File: config.mk
export PLATFORM = sky130hd
export DESIGN_NAME = serial_adder_stage_flat
export DESIGN_NICKNAME = d
export VERILOG_FILES = /design/src/rtl/serial_adder_pkg.sv /design/src/rtl/serial_adder_stage_if.sv /design/src/rtl/serial_adder_stage_full_adder_cell.sv /design/src/rtl/serial_adder_stage.sv /design/src/flat_wrapper.sv
export SDC_FILE = /design/constraint.sdc
export NUM_CORES = 1
export LEC_CHECK = 0
export CORE_UTILIZATION = 49
export DETAILED_ROUTE_END_ITERATION = 8
export GPL_TIMING_DRIVEN = 0
export HOLD_SLACK_MARGIN = 0.05
export PLACE_DENSITY = 0.81
export SYNTH_ARGS = -nofsm -noshare
export SYNTH_HDL_FRONTEND = slang
export SYNTH_SLANG_ARGS = --single-unit
File: constraint.sdc
create_clock -name clk -period 3.55 [get_ports clk]
set_input_delay 0.71 -clock clk [delete_from_list [all_inputs] [get_ports clk]]
set_output_delay 0.71 -clock clk [all_outputs]
set_load 0.005 [all_outputs]
File: src/rtl/serial_adder_pkg.sv
// Shared types and defaults for the bit-serial adder stage.
package serial_adder_pkg;

    localparam int DEFAULT_WIDTH = 8;

    typedef enum logic [1:0] {
        IDLE  = 2'd0,
        SHIFT = 2'd1,
        DONE  = 2'd2
    } state_t;

endpackage

File: src/rtl/serial_adder_stage_if.sv
// Bit-pair input channel and word-result output channel of the serial adder stage.
interface serial_adder_stage_if #(
    parameter int WIDTH = 8
);
    logic             in_valid;
    logic             in_ready;
    logic             in_first;
    logic             in_a;
    logic             in_b;
    logic             out_valid;
    logic             out_ready;
    logic [WIDTH-1:0] out_sum;
    logic             out_carry;
    logic             busy;
    logic             sync_err;

    // The producer of bit pairs, which is also the consumer of results.
    modport master (
        output in_valid, in_first, in_a, in_b, out_ready,
        input  in_ready, out_valid, out_sum, out_carry, busy, sync_err
    );

    // The adder stage itself.
    modport slave (
        input  in_valid, in_first, in_a, in_b, out_ready,
        output in_ready, out_valid, out_sum, out_carry, busy, sync_err
    );
endinterface

File: src/rtl/serial_adder_stage_full_adder_cell.sv
// One-bit full adder; driving cin=0 gives a half adder.
module full_adder_cell (
    input  logic a,
    input  logic b,
    input  logic cin,
    output logic sum,
    output logic cout
);
    assign sum  = a ^ b ^ cin;
    assign cout = (a & b) | (a & cin) | (b & cin);
endmodule

File: src/rtl/serial_adder_stage.sv
// Bit-serial adder: accepts operands LSB-first, one bit pair per beat, and
// presents the assembled sum and final carry on a valid/ready output.
module serial_adder_stage
    import serial_adder_pkg::*;
#(
    parameter  int WIDTH = DEFAULT_WIDTH,
    localparam int CNT_W = $clog2(WIDTH)
) (
    input logic                clk,
    input logic                rst_n,
    serial_adder_stage_if.slave bus
);
    localparam logic [CNT_W-1:0] LAST_BIT = CNT_W'(WIDTH - 1);

    state_t           state;
    logic [CNT_W-1:0] count;
    logic             carry;
    logic [WIDTH-1:0] sreg;
    logic             out_valid_q;
    logic [WIDTH-1:0] out_sum_q;
    logic             out_carry_q;
    logic             sync_err_q;

    logic             accept;
    logic             restart;
    logic             fa_cin;
    logic             fa_sum;
    logic             fa_cout;
    logic [CNT_W-1:0] bit_idx;
    logic [WIDTH-1:0] next_word;

    assign bus.in_ready  = (state != DONE);
    assign bus.busy      = (state == SHIFT);
    assign bus.out_valid = out_valid_q;
    assign bus.out_sum   = out_sum_q;
    assign bus.out_carry = out_carry_q;
    assign bus.sync_err  = sync_err_q;

    assign accept  = bus.in_valid && bus.in_ready;
    // A first-flagged beat always lands in bit 0 with no carry in, even mid-word.
    assign restart = bus.in_first;
    assign fa_cin  = restart ? 1'b0 : carry;
    assign bit_idx = restart ? '0 : count;

    full_adder_cell u_fa (
        .a   (bus.in_a),
        .b   (bus.in_b),
        .cin (fa_cin),
        .sum (fa_sum),
        .cout(fa_cout)
    );

    // NOTE: every always_comb output gets a full default before any partial
    // update, otherwise synthesis infers a latch to hold the untouched bits.
    always_comb begin
        next_word          = restart ? '0 : sreg;
        next_word[bit_idx] = fa_sum;
    end

    // NOTE: state and outputs all use non-blocking assignments and are cleared
    // by the synchronous reset; there is no memory array that would need it.
    always_ff @(posedge clk) begin
        if (!rst_n) begin
            state       <= IDLE;
            count       <= '0;
            carry       <= 1'b0;
            sreg        <= '0;
            out_valid_q <= 1'b0;
            out_sum_q   <= '0;
            out_carry_q <= 1'b0;
            sync_err_q  <= 1'b0;
        end else begin
            sync_err_q <= 1'b0;
            unique case (state)
                IDLE: begin
                    if (accept) begin
                        if (bus.in_first) begin
                            sreg  <= next_word;
                            carry <= fa_cout;
                            count <= CNT_W'(1);
                            state <= SHIFT;
                        end else begin
                            sync_err_q <= 1'b1;
                        end
                    end
                end
                SHIFT: begin
                    if (accept) begin
                        sreg  <= next_word;
                        carry <= fa_cout;
                        if (bus.in_first) begin
                            sync_err_q <= 1'b1;
                            count      <= CNT_W'(1);
                        end else if (count == LAST_BIT) begin
                            out_sum_q   <= next_word;
                            out_carry_q <= fa_cout;
                            out_valid_q <= 1'b1;
                            count       <= '0;
                            state       <= DONE;
                        end else begin
                            count <= count + CNT_W'(1);
                        end
                    end
                end
                DONE: begin
                    if (bus.out_ready) begin
                        out_valid_q <= 1'b0;
                        carry       <= 1'b0;
                        count       <= '0;
                        state       <= IDLE;
                    end
                end
                default: state <= IDLE;
            endcase
        end
    end
endmodule

File: src/flat_wrapper.sv
// flat-port wrapper written by rule: the top's interface ports become plain ports
module serial_adder_stage_flat import serial_adder_pkg::*;
#(
    parameter  int WIDTH = DEFAULT_WIDTH,
    localparam int CNT_W = $clog2(WIDTH)
)
  (clk, rst_n, bus_in_valid, bus_in_first, bus_in_a, bus_in_b, bus_out_ready, bus_in_ready, bus_out_valid, bus_out_sum, bus_out_carry, bus_busy, bus_sync_err);
  serial_adder_stage_if #(.WIDTH(WIDTH)) bus_i ();
  input logic clk;
  input logic rst_n;
  input wire logic [$bits(bus_i.in_valid)-1:0] bus_in_valid;
  input wire logic [$bits(bus_i.in_first)-1:0] bus_in_first;
  input wire logic [$bits(bus_i.in_a)-1:0] bus_in_a;
  input wire logic [$bits(bus_i.in_b)-1:0] bus_in_b;
  input wire logic [$bits(bus_i.out_ready)-1:0] bus_out_ready;
  output wire logic [$bits(bus_i.in_ready)-1:0] bus_in_ready;
  output wire logic [$bits(bus_i.out_valid)-1:0] bus_out_valid;
  output wire logic [$bits(bus_i.out_sum)-1:0] bus_out_sum;
  output wire logic [$bits(bus_i.out_carry)-1:0] bus_out_carry;
  output wire logic [$bits(bus_i.busy)-1:0] bus_busy;
  output wire logic [$bits(bus_i.sync_err)-1:0] bus_sync_err;
  assign bus_i.in_valid = bus_in_valid;
  assign bus_i.in_first = bus_in_first;
  assign bus_i.in_a = bus_in_a;
  assign bus_i.in_b = bus_in_b;
  assign bus_i.out_ready = bus_out_ready;
  assign bus_in_ready = bus_i.in_ready;
  assign bus_out_valid = bus_i.out_valid;
  assign bus_out_sum = bus_i.out_sum;
  assign bus_out_carry = bus_i.out_carry;
  assign bus_busy = bus_i.busy;
  assign bus_sync_err = bus_i.sync_err;
  serial_adder_stage #(.WIDTH(WIDTH)) u_core (.clk(clk), .rst_n(rst_n), .bus(bus_i));
endmodule
==> summary.txt, run 1 <==
Floorplan
  • Die width: 53.6 um
  • FP Rows: 18
  • Core Region: 2500 um^2
  • Number of ports placed on the die boundary: 20
  • Starting density of the core: 52.2%
  • Die Ht: 53.6 um
  • Die outline area: 2870 um^2

Drt
  • Via count: 1166
  • Vias per cell: 5.92
  • DRC violation total after the first TritonRoute iteration: 17
  • Number of detailed-routing iterations run before antenna repair: 4
  • Post-detailed-route DRC marker count: 0
  • Routed length per instance: 14.6 um
  • Final ANT Viol Nets: 0
  • Routed Wire Length: 2.88 mm

Final layout
  • Filler cell count: 222
  • Flip-flop and latch area: 500 um^2
  • Count of nets after finishing: 185
  • Final std cell area, no fill: 1540 um^2
  • P&R area growth vs syn: 18.2%
  • Most used cells in the layout excluding fill and tap cells: 27 x nand2_1, 25 x dfxtp_1, 17 x clkdlybuf4s50_1
  • Multi-input combinational cell area: 743 um^2
  • Most common library cell in the layout ignoring fill and taps: nand2_1
  • Antenna diode instance count: 0
  • Layout cells sized above 1: 5.39%

Worst setup path
  • Worst Setup Path Type: reg -> out
  • Data arrival at the endpoint of the critical path: 1.77 ns
  • Endpoint kind of the worst setup timing path: output port
  • Worst reg2reg setup slack: 1.42 ns
  • Required time at the endpoint of the critical path: 2.84 ns
  • Maximum fanout encountered on the critical timing path: 5
  • Nature of the critical path startpoint: flip-flop

Timing
  • Post-route worst setup slack: 1.07 ns
  • Tmin final: 2.48 ns
  • Fin Setup TNS: 0 ns
  • Worst-case headroom to the max-slew limit: 66.8%
  • Unrepaired setup endpoints after global routing: no
  • Fin Clk Skew: 0.00171 ns
  • Actual slew at the worst max-slew pin: 0.496 ns
  • Count of endpoints failing hold in the final timing report: 0
  • Final worst-path cycle share: 69.9%
  • Hold_ws: 0.469 ns
  • Final Max Tran Viols: 0
  • Final count of negative-setup-slack endpoints: 0
  • Maximum clock rate: 403 MHz

Synth
  • Number of distinct standard cells referenced by the synthesized netlist: 37
  • Synth warn: 0
  • Mapped Nets: 163
  • Synthesized instance count: 146
  • Share of the yosys chip area belonging to registers: 38.4%
  • Post-synthesis sequential element count: 25
  • Mean cell area of the mapped netlist: 8.94 um^2
  • Post-synthesis instance area: 1310 um^2

Min path
  • Path category of the worst min-delay check: reg -> reg

Placed design
  • Half-perimeter wire length of the detailed placement result: 2.17 mm
  • Port-buffer cells: 17
  • Global placer's final weighted congestion: 0.867
  • Placed cell area: 1510 um^2
  • Pre-CTS WS: 0.928 ns

Clock tree
  • Clock Sinks: 25
  • Post-CTS setup repair buffer count: 0
  • Hold buffer count at cts: 0
  • Clk_lat worst skew: 0.33 ns
  • TritonCTS clock tree: yes
  • Cell chosen for the clock root: clkbuf_4
  • CTS buffer count: 3
  • Post-CTS Resized: 0
  • Clock slew seen by the registers of the worst setup and hold paths: 0.14 ns
  • Total number of H-tree levels: 1
  • Longest Clk Path Bufs: 2

Global routing
  • Vias in the first global route: 1097
  • Number of antenna violations at the first check in global routing: 0
  • Total GRT Usage: 22.4%
  • Maximum number of pins on one net before global-route repair: 16
  • First-pass GRT wire length: 4.68 mm
  • Gr ovfl total: 0

Power and ir drop
  • Maximum vdd ir drop: 0.000382 V
  • Leakage power summed over all cells: 0.000565 uW
  • P per Cell Area: 529 nW/um^2
  • Post-layout power: 816 uW

Run status
  • Run status: finished clean

Flow run
  • Max-Cap Viols: 0
[synth_stat cells]
master,number,area [um^2]
and3_1,1,6.26
nor3b_1,2,15.0
a41o_1,1,10.0
nand4_1,1,6.26
o211ai_1,6,45.0
nand4b_1,1,8.76
o2bb2ai_1,8,70.1
nor2_1,3,11.3
nand3_1,2,10.0
dfxtp_1,25,500
inv_1,7,26.3
o22ai_1,8,50.1
a21oi_1,1,5.00
clkbuf_1,8,30.0
mux2i_1,2,20.0
a2111oi_4,1,27.5
a31oi_1,2,12.5
buf_2,1,5.00
nor2b_1,4,25.0
o21ai_0,5,25.0
a311o_1,1,10.0
o31ai_1,1,7.51
fa_1,1,20.0
xnor2_1,1,8.76
nand2_2,1,6.26
nand2b_1,1,6.26
nand2_1,27,101
nor3_1,4,20.0
o2111ai_1,1,8.76
a211oi_4,1,20.0
nand3b_1,1,7.51
ha_1,9,113
and3b_1,4,35.0
o21ai_1,1,5.00
a22oi_1,1,7.51
o211a_1,1,10.0
or2_4,1,8.76
[kinds of logic (layout without fill, tap and decap cells)]
kind of cell	count (synthesis)	after routing	share of synthesized area [%]
flops	25	25	38.4
simple gates	53	53	20.5
fa+ha+maj	10	10	10.2
buf+inv	16	37	4.70
mux	2	2	1.53
xor+xnor	1	1	0.671
compound gates	39	39	24.1
[worst max-delay path, cell delays in order, from the launching register on]
cell	delay [ns]
dfxtp_1	0.44
inv_1	0.11
ha_1	0.24
inv_1	0.14
clkdlybuf4s50_1	0.52
[registers in the layout (all words and copies together) (netlist names)]
signal / cells
u_core.bus.out_carry: 1
u_core.bus.out_sum: 8
u_core.bus.out_valid: 1
u_core.bus.sync_err: 1
u_core.carry: 1
u_core.count: 3
u_core.sreg: 8
u_core.state: 2
[per-layer routing]
layer | up-vias | share of wire, % | track usage [%]
li1 | 564 | - | -
met4 | 0 | 1.3 | 7.46
met2 | 26 | 49 | 37.3
met3 | 7 | 3.2 | 5.08
met1 | 569 | 47 | 28.4
met5 | - | 0 | 0
[per-stage QoR]
stage          std cells  utilization (%)
4_1_cts              197             61.7
5_1_grt              197             61.7
3_5_place_dp         193             60.5
2_1_floorplan        146                -
6_report             197             61.7
3_3_place_gp         193             60.5
[final timing paths]
kind,from,endpoint,cells after the start
max,u_core.state[0]$_SDFFE_PN0P_,bus_in_ready,4
min,u_core.carry$_SDFFE_PN0P_,u_core.carry$_SDFFE_PN0P_,2
max reg2reg,u_core.state[0]$_SDFFE_PN0P_,u_core.sreg[3]$_SDFFE_PN0P_,6
min reg2reg,u_core.carry$_SDFFE_PN0P_,u_core.carry$_SDFFE_PN0P_,2
[layout make-up]
cell class                 count  share of cell area, %
clock buffer                   3                   1.46
sequential                    25                   32.4
clock inverter                 1                  0.487
inverter                       7                   1.70
tap                           30                   2.43
timing repair buffer          17                   11.0
buffer                         9                   2.27
multi-input combinational    105                   48.2
[power by group]
group / internal [uW] / switching [uW]
clock network: 43.2 / 89.5
registers: 309 / 20.5
logic: 149 / 205
Power figures use the tool's default switching activity.
==> run 2: changes to the inputs <==
- clock period: 3.55 -> 2.3 ns (I/O delays scaled with it)
==> summary.txt, run 2 (synthesized netlist as in run 1, its figures left out) <==
Drt
  • Vias per cell: 5.86 (was 5.92)
  • Final ANT Viol Nets: 0 (unchanged)
  • Number of detailed-routing iterations run before antenna repair: 4 (unchanged)
  • Post-detailed-route DRC marker count: 0 (unchanged)
  • Via count: 1154 (was 1166)
  • Routed length per instance: 14.6 um (about the same)
  • DRC violation total after the first TritonRoute iteration: 20 (was 17)
  • Routed Wire Length: 2.87 mm (was 2.88 mm)

Global routing
  • Gr ovfl total: 0 (unchanged)
  • Number of antenna violations at the first check in global routing: 0 (unchanged)
  • Total GRT Usage: 22.4% (unchanged)
  • Maximum number of pins on one net before global-route repair: 16 (unchanged)
  • Vias in the first global route: 1097 (unchanged)
  • First-pass GRT wire length: 4.68 mm (unchanged)

Run status
  • Run status: finished clean (unchanged)

Floorplan
  • FP Rows: 18 (unchanged)
  • Die Ht: 53.6 um (unchanged)
  • Die outline area: 2870 um^2 (unchanged)
  • Core Region: 2500 um^2 (unchanged)
  • Number of ports placed on the die boundary: 20 (unchanged)
  • Starting density of the core: 52.2% (unchanged)
  • Die width: 53.6 um (unchanged)

Worst setup path
  • Sequence of cells on the critical path: inv_1, ha_1, inv_1, clkdlybuf4s50_1 (unchanged)
  • Nature of the critical path startpoint: flip-flop (unchanged)
  • Cell with the most instances on the worst path: inv_1 (unchanged)
  • Largest stage delay on the critical path: 0.52 ns (about the same)
  • Data arrival at the endpoint of the critical path: 1.70 ns (was 1.77 ns)
  • Maximum fanout encountered on the critical timing path: 5 (unchanged)
  • Worst path slowest cell: clkdlybuf4s50_1 (unchanged)
  • Endpoint kind of the worst setup timing path: output port (unchanged)
  • Required time at the endpoint of the critical path: 1.84 ns (was 2.84 ns)
  • Worst Setup Path Type: reg -> out (unchanged)
  • Number of buffers and inverters on the critical path: 3 (unchanged)
  • Family of cells with the greatest summed delay on the critical path: buffers and inverters (unchanged)

Flow run
  • Max-Cap Viols: 0 (unchanged)

Placed design
  • Count of placed standard cells including taps: 193 (unchanged)
  • Half-perimeter wire length of the detailed placement result: 2.17 mm (unchanged)
  • Pre-CTS WS: -0.0723 ns (was 0.928 ns)
  • Global placer's final weighted congestion: 0.867 (unchanged)
  • Port-buffer cells: 17 (unchanged)

Final layout
  • Layout cells sized above 1: 5.99% (was 5.39%)
  • Count of nets after finishing: 185 (unchanged)
  • Core Util, Final: 61.8% (was 61.7%)
  • Final Non-Filler Cells: 197 (unchanged)
  • Most common library cell in the layout ignoring fill and taps: nand2_1 (unchanged)
  • Antenna diode instance count: 0 (unchanged)
  • Filler cell count: 223 (was 222)
  • P&R area growth vs syn: 18.3% (was 18.2%)
  • Most used cells in the layout excluding fill and tap cells: 27 x nand2_1, 24 x dfxtp_1, 17 x clkdlybuf4s50_1 (was 27 x nand2_1, 25 x dfxtp_1, 17 x clkdlybuf4s50_1)

Timing
  • Post-route worst setup slack: 0.142 ns (was 1.07 ns)
  • Tmin final: 2.16 ns
  • Actual slew at the worst max-slew pin: 0.490 ns (was 0.496 ns)
  • Final worst-path cycle share: 93.8%
  • Unrepaired setup endpoints after global routing: no (unchanged)
  • Fin Clk Skew: 0.00100 ns (was 0.00171 ns)
  • Final count of negative-setup-slack endpoints: 0 (unchanged)
  • Count of endpoints failing hold in the final timing report: 0 (unchanged)
  • Final Max Tran Viols: 0 (unchanged)
  • Maximum clock rate: 463 MHz
  • Worst-case headroom to the max-slew limit: 67.3% (was 66.8%)

Clock tree
  • Clk_lat worst skew: 0.33 ns (about the same)
  • Total number of H-tree levels: 1 (unchanged)
  • Clock slew seen by the registers of the worst setup and hold paths: 0.14 ns (about the same)
  • Clock Sinks: 25 (unchanged)
  • Post-CTS setup repair buffer count: 0 (unchanged)
  • Cell chosen for the clock root: clkbuf_4 (unchanged)
  • CTS buffer count: 3 (unchanged)
  • Longest Clk Path Bufs: 2 (unchanged)
  • Hold buffer count at cts: 0 (unchanged)
  • TritonCTS clock tree: yes (unchanged)

Power and ir drop
  • Post-layout power: 1260 uW (was 816 uW)
  • P per Cell Area: 818 nW/um^2 (was 529 nW/um^2)
  • Maximum vdd ir drop: 0.000591 V (was 0.000382 V)
  • Leakage power summed over all cells: 0.000566 uW (was 0.000565 uW)

Min path
  • Path category of the worst min-delay check: reg -> reg (unchanged)
run 2: cell count changes in the layout (fill, tap and decap cells not counted):
cell / delta
dfxtp_1: -1
dfxtp_2: +1
run 2: final cells by class:
cell class,count,area [um^2],area share (%)
multi-input combinational,105,743,48.1
sequential,25,502,32.5
timing repair buffer,17,170,11.0
tap,30,37.5,2.43
buffer,9,35.0,2.27
inverter,7,26.3,1.70
clock buffer,3,22.5,1.46
clock inverter,1,7.51,0.486
run 2: layer usage:
metal	share of wire [%]	global-route usage, %	up-vias	wire length, um
met3	3.8	5.08	7	108
met1	46	28.4	560	1320
met4	1.3	7.46	0	36
met5	0	0	-	0
li1	-	-	562	-
met2	49	37.3	25	1410
run 2: path summary, 6_finish.rpt:
check                          startpoint  cells past startpoint  slack, ns                     endpoint
max          u_core.state[0]$_SDFFE_PN0P_                      4       0.14                 bus_in_ready
min             u_core.carry$_SDFFE_PN0P_                      2       0.47    u_core.carry$_SDFFE_PN0P_
max reg2reg  u_core.state[1]$_SDFFE_PN0P_                      6       0.23  u_core.sreg[3]$_SDFFE_PN0P_
min reg2reg     u_core.carry$_SDFFE_PN0P_                      2       0.47    u_core.carry$_SDFFE_PN0P_
run 2: power breakdown:
group / leakage [uW] / internal, uW / switching, uW
Clock: 0.0000139 / 66.6 / 139
Sequential: 0.000203 / 479 / 31.9
Combinational: 0.000349 / 230 / 316
Total: 0.000566 / 776 / 487
run 2: what timing repair did:
action	CTS	global route
endpoints found under the hold margin	0	0
gates resized for setup	0	1
setup endpoints to repair	0	1
run 2: worst reg2reg max path, stage by stage, from the launching register on:
cell	delay (ns)
dfxtp_1	0.40
inv_1	0.11
ha_1	0.28
or2_4	0.29
a211oi_4	0.49
nand2_2	0.23
o22ai_1	0.22
run 2: per-stage QoR:
step	hold WS (ns)	TNS, ns	area, um^2
3_5_place_dp	0.450	-0.138	1510
2_1_floorplan	0.436	0	1310
4_1_cts	0.474	0	1540
3_3_place_gp	0.445	-0.0186	1510
5_1_grt	0.491	0	1540
6_report	0.469	0	1540
